<file path="src/rtl/ins_dispatch_pkg.sv">
// ins_dispatch_pkg: global widths, opcodes, instruction field positions and dispatcher FSM states
package GLOBAL_PARAM;
  localparam int INST_W = 32;
endpackage

package INS_CONST;
  localparam int OP_W = 4;
  localparam logic [OP_W-1:0] OP_LOAD = 4'd1;
  localparam logic [OP_W-1:0] OP_CALC = 4'd2;
  localparam logic [OP_W-1:0] OP_SWITCH = 4'd3;
  localparam int MODE_LSB = 0;
  localparam int IDX_LSB = 3;
  localparam int TRIP_LSB = 11;
  localparam int NEW_BIT = 19;
  localparam int PAD_LSB = 20;
  localparam int CUT_BIT = 24;
  localparam int SEL_D = 0;
  localparam int SEL_P = 1;
  localparam int SEL_I = 2;
  localparam int SEL_A = 3;
  localparam int SEL_B = 4;
  typedef enum logic [2:0] {IDLE, LOAD, CALC_START, CALC_WAIT, SWITCH} state_t;
endpackage

</file>
<file path="src/rtl/ins_dispatch.sv">
// ins_dispatch: in-order dispatcher of host LOAD/CALC/SWITCH instructions; define INS_DISPATCH_PERF_EN for the calc_cycles counter
module ins_dispatch
  import GLOBAL_PARAM::*;
  import INS_CONST::*;
#(
  parameter int PE_NUM = 32
) (
  input  logic              clk,
  input  logic              rst,
  input  logic              ins_valid,
  output logic              ins_ready,
  input  logic [INST_W-1:0] ins,
  output logic              ld_ins_valid,
  input  logic              ld_ins_ready,
  output logic [INST_W-1:0] ld_ins,
  output logic [PE_NUM-1:0] start,
  input  logic [PE_NUM-1:0] done,
  output logic [2:0]        mode,
  output logic [7:0]        idx_cnt,
  output logic [7:0]        trip_cnt,
  output logic              is_new,
  output logic [3:0]        pad_code,
  output logic              cut_y,
  output logic [PE_NUM-1:0] switch_d,
  output logic [PE_NUM-1:0] switch_p,
  output logic [PE_NUM-1:0] switch_i,
  output logic [PE_NUM-1:0] switch_a,
  output logic              switch_b,
`ifdef INS_DISPATCH_PERF_EN
  output logic [31:0]       calc_cycles,
`endif
  output logic              busy
);
  state_t state, state_nxt;
  logic [PE_NUM-1:0] done_seen;
  logic [OP_W-1:0] op;
  logic acc;
  logic unused_ins;
  assign op = ins[INST_W-1 -: OP_W];
  assign ins_ready = state == IDLE;
  assign busy = state != IDLE;
  assign acc = ins_valid && ins_ready;
  assign unused_ins = ^ins[INST_W-OP_W-1:CUT_BIT+1];
  always_ff @(posedge clk or posedge rst)
    if (rst) state <= IDLE;
    else state <= state_nxt;
  // unknown opcodes are accepted and dropped, leaving the FSM in IDLE
  always_comb begin
    state_nxt = state;
    case (state)
      IDLE:       state_nxt = !acc ? IDLE : op == OP_LOAD ? LOAD : op == OP_CALC ? CALC_START : op == OP_SWITCH ? SWITCH : IDLE;
      LOAD:       state_nxt = ld_ins_ready ? IDLE : LOAD;
      CALC_START: state_nxt = CALC_WAIT;
      CALC_WAIT:  state_nxt = &done_seen ? IDLE : CALC_WAIT;
      SWITCH:     state_nxt = IDLE;
      default:    state_nxt = IDLE;
    endcase
  end
  always_ff @(posedge clk or posedge rst)
    if (rst) begin
      ld_ins_valid <= 1'b0;
      ld_ins <= '0;
      start <= '0;
      done_seen <= '0;
      mode <= '0;
      idx_cnt <= '0;
      trip_cnt <= '0;
      is_new <= 1'b0;
      pad_code <= '0;
      cut_y <= 1'b0;
      switch_d <= '0;
      switch_p <= '0;
      switch_i <= '0;
      switch_a <= '0;
      switch_b <= 1'b0;
    end else begin
      start <= '0;
      switch_d <= '0;
      switch_p <= '0;
      switch_i <= '0;
      switch_a <= '0;
      switch_b <= 1'b0;
      done_seen <= done_seen | done;
      if (state == LOAD && ld_ins_ready) ld_ins_valid <= 1'b0;
      if (acc && op == OP_LOAD) begin
        ld_ins_valid <= 1'b1;
        ld_ins <= ins;
      end
      if (acc && op == OP_CALC) begin
        mode <= ins[MODE_LSB +: 3];
        idx_cnt <= ins[IDX_LSB +: 8];
        trip_cnt <= ins[TRIP_LSB +: 8];
        is_new <= ins[NEW_BIT];
        pad_code <= ins[PAD_LSB +: 4];
        cut_y <= ins[CUT_BIT];
        start <= '1;
        done_seen <= '0;
      end
      if (acc && op == OP_SWITCH) begin
        switch_d <= {PE_NUM{ins[SEL_D]}};
        switch_p <= {PE_NUM{ins[SEL_P]}};
        switch_i <= {PE_NUM{ins[SEL_I]}};
        switch_a <= {PE_NUM{ins[SEL_A]}};
        switch_b <= ins[SEL_B];
      end
    end
`ifdef INS_DISPATCH_PERF_EN
  always_ff @(posedge clk or posedge rst)
    if (rst) calc_cycles <= '0;
    else if ((state == CALC_START || state == CALC_WAIT) && !(&calc_cycles)) calc_cycles <= calc_cycles + 32'd1;
`endif
endmodule

</file>
<file path="config.mk">
export PLATFORM = sky130hd
export DESIGN_NAME = ins_dispatch
export DESIGN_NICKNAME = d
export VERILOG_FILES = /design/src/rtl/ins_dispatch_pkg.sv /design/src/rtl/ins_dispatch.sv
export SDC_FILE = /design/constraint.sdc
export NUM_CORES = 1
export LEC_CHECK = 0
export CAP_MARGIN = 20
export CORE_MARGIN = 2
export CORE_UTILIZATION = 34
export CTS_CLUSTER_DIAMETER = 200
export DETAILED_ROUTE_END_ITERATION = 7
export PLACE_DENSITY = 0.81
export SETUP_SLACK_MARGIN = 0.1
export SYNTH_ARGS = -nofsm -noshare
export SYNTH_HDL_FRONTEND = slang
export SYNTH_SLANG_ARGS = --single-unit
</file>
<file path="constraint.sdc">
create_clock -name clk -period 2.7 [get_ports clk]
set_input_delay 0.27 -clock clk [delete_from_list [all_inputs] [get_ports clk]]
set_output_delay 0.27 -clock clk [all_outputs]
set_load 0.01 [all_outputs]
</file>
==> impl_metrics.py <==
metrics = {
    "run_status": {
        "run_status": "finished clean",
    },
    "clock_network": {
        "cts.sinks": 99,
        "cts_setup_buffers": 0,
        "cts_made_buffers": 9,
        "root_buffer": "clkbuf_16",
        "cts.path.max_buffers": 2,
        "cts_resized": 0,
        "insertion_delay_ns": 0.35,
        "postCtsHoldBufs": 0,
        "htreeDepth": 3,
        "clkTransAtPathRegs_ns": 0.07,
        "cts_tree": "done",
    },
    "setup_path": {
        "start_kind": "register",
        "cp.required_ns": 2.43,
        "critPathArrivalTime_ns": 1.92,
        "crit_family": "flip-flops",
        "r2r_slack_ns": 0.89,
        "cp_max_fo": 32,
        "end_kind": "output port",
        "worstPathCellList": "clkdlybuf4s50_1",
        "cpMaxStageDelayCell": "dfrtp_1",
        "crit_buf_inv": 1,
        "cpPeakStageDelay_ns": 0.88,
        "path_class": "register to output port",
    },
    "pwr": {
        "power_leakage_nw": 2.96,
        "ir_worst_vdd_mv": 0.623,
        "p_per_area_mw_per_mm2": 748,
    },
    "sta": {
        "rsz0062_at_grt": "no",
        "hold_viol_final": 0,
        "max_freq_mhz": 456,
        "whs_ns": 0.233,
        "drv_slew": 0,
        "maxSlewHeadroom": 0.455,
        "finalClockSkew_ns": 0.00544,
        "setup_tns_ns": 0,
        "timing.final.ws_setup_ns": 0.509,
        "worst_pin_slew_ns": 0.818,
        "post-route-min-period_ns": 2.19,
        "layout_worst_path_cycle_share": 0.811,
        "setup_violations": 0,
    },
    "detailed_routing": {
        "vias": 3132,
        "drc": 0,
        "wl_per_cell_um": 14.8,
        "drt-total-wl_mm": 11.1,
        "dr.first_iter.drc_count": 115,
        "post_drt_via_cell_ratio": 4.20,
        "antenna_left": 0,
        "drt_pass1_iterations": 4,
    },
    "final_layout": {
        "n_fill_cell": 1185,
        "final_nets": 629,
        "area_growth_pct": 45.4,
        "drive_gt1_frac": 0.140,
        "diodes": 0,
        "fin_area_mm2": 0.00713,
    },
    "logic_synthesis": {
        "syn_nets": 490,
        "syn_area_mm2": 0.00490,
        "synth_seq_area_share": 0.505,
        "ys_types": 22,
        "ys_seq_elements": 99,
        "synth_area_per_cell_um2": 11.6,
        "synth_warnings": 0,
        "syn_inst": 422,
    },
    "global_route": {
        "grt_pass1_wl_mm": 16.4,
        "grt_max_degree": 88,
        "grt_overflow": 0,
        "grt_pass1_vias": 3046,
        "grt_antenna_before_repair": 0,
        "grt_usage": 0.141,
    },
    "floorplanning": {
        "dieArea_mm2": 0.0154,
        "die_w_um": 124,
        "chipHeight_um": 124,
        "num_rows": 43,
        "core_mm2": 0.0140,
        "start_util": 0.350,
        "io_pins": 289,
    },
    "place": {
        "dp_hpwl_mm": 8.33,
        "place.gp.congestion": 0.731,
        "port_buffers": 288,
        "postPlaceCellArea_mm2": 0.00684,
        "pre_cts_ws_ns": 0.578,
    },
    "hold_path": {
        "hp-class": "primary input to async pin",
    },
    "flow_run": {
        "maxCapViolations": 0,
    },
}
==> sequential cells by signal, indices dropped and copies added, names as in the netlist <==
register / count
cut_y: 1
done_seen: 32
idx_cnt: 8
is_new: 1
ld_ins: 32
ld_ins_valid: 1
mode: 3
pad_code: 4
start: 1
state: 3
switch_a: 1
switch_b: 1
switch_d: 1
switch_i: 1
switch_p: 1
trip_cnt: 8
==> kinds of logic (layout without fill, tap and decap cells) <==
group                  count (synthesis)  after routing  synth area share
muxes                                 53             53             0.140
AOI/OAI and AO/OA                      3              3           0.00332
DFF                                   99             99             0.505
buffers and inverters                168            312             0.253
and+or+nand+nor                       99             99            0.0977
==> through the flow <==
stage / power (mW) / util / cells
after floorplan: 3.00 / - / 422
after global placement: 4.09 / 0.489 / 730
after detailed placement: 4.15 / 0.489 / 730
after CTS: 5.42 / 0.510 / 746
after global routing: 5.63 / 0.510 / 746
final: 5.34 / 0.510 / 746
==> cells in the mapped netlist <==
cell type  count  area share
nor4bb_1       1      0.0020
o21ai_0        2      0.0020
and3_1         2      0.0026
nand3_1        1      0.0010
mux2_2        29       0.067
nand2b_1       2      0.0026
nand4b_4       1      0.0048
mux2_4        24       0.074
buf_6          3      0.0069
inv_1          4      0.0031
a31oi_1        1      0.0013
or2_2          2      0.0026
nand4_1        7      0.0089
nor4_1         2      0.0026
buf_2          6      0.0061
dfrtp_1       99        0.51
nor2_1        68       0.052
nor4b_4        1      0.0048
and2_1         8       0.010
or3_1          1      0.0013
buf_4        155        0.24
nand2_1        3      0.0023
==> cell type report <==
cell class | count | area [um^2] | share of cell area
Clock buffer | 10 | 239 | 0.0335
Inverter | 4 | 18.8 | 0.00263
Tap cell | 180 | 225 | 0.0316
Clock inverter | 6 | 47.5 | 0.00667
Multi-Input combinational cell | 155 | 1180 | 0.166
Sequential cell | 99 | 2480 | 0.347
Timing Repair Buffer | 292 | 2940 | 0.412
==> cells in the final DEF, fill, tap and decap left out <==
cell type / count
nor4bb_1: 1
clkinv_4: 2
or2_2: 2
dfrtp_1: 99
clkbuf_16: 9
nand3_1: 1
or3_1: 1
inv_1: 3
nand4_1: 7
and2_1: 8
nand2_1: 3
and3_2: 1
nand4b_4: 1
nand2b_1: 2
clkdlybuf4s50_1: 288
a31oi_1: 1
mux2_2: 29
inv_8: 1
nor4b_4: 1
clkinvlp_4: 1
clkinv_2: 2
mux2_4: 24
buf_12: 2
nor2_1: 68
buf_4: 2
inv_6: 1
clkbuf_8: 1
o21ai_0: 2
and3_1: 1
nor4_1: 2
==> layer usage <==
| layer | track usage | wire length [um] | up-vias |
|---|---|---|---|
| li1 | - | - | 1478 |
| met1 | 0.157 | 4120 | 1486 |
| met2 | 0.250 | 5790 | 157 |
| met3 | 0.0458 | 1010 | 11 |
| met4 | 0.0520 | 150 | 0 |
| met5 | 0 | 0 | - |
==> worst paths after layout <==
kind	from	to	depth (start not counted)
max	start[30]	start[16]	1
min reg2reg	ld_ins[31]	ld_ins[31]	1
max in group asynchronous	rst	ld_ins[1]	3
max reg2reg	state[2]	pad_code[2]	4
min in group clk	done[25]	done_seen[25]	3
min	rst	is_new	2
==> power by group <==
group / total [mW] / internal (mW) / switching (mW)
Clock: 1.22 / 0.659 / 0.563
Sequential: 2.18 / 1.92 / 0.269
Combinational: 1.93 / 1.26 / 0.673
No activity file was read; power rests on OpenSTA's default activity.
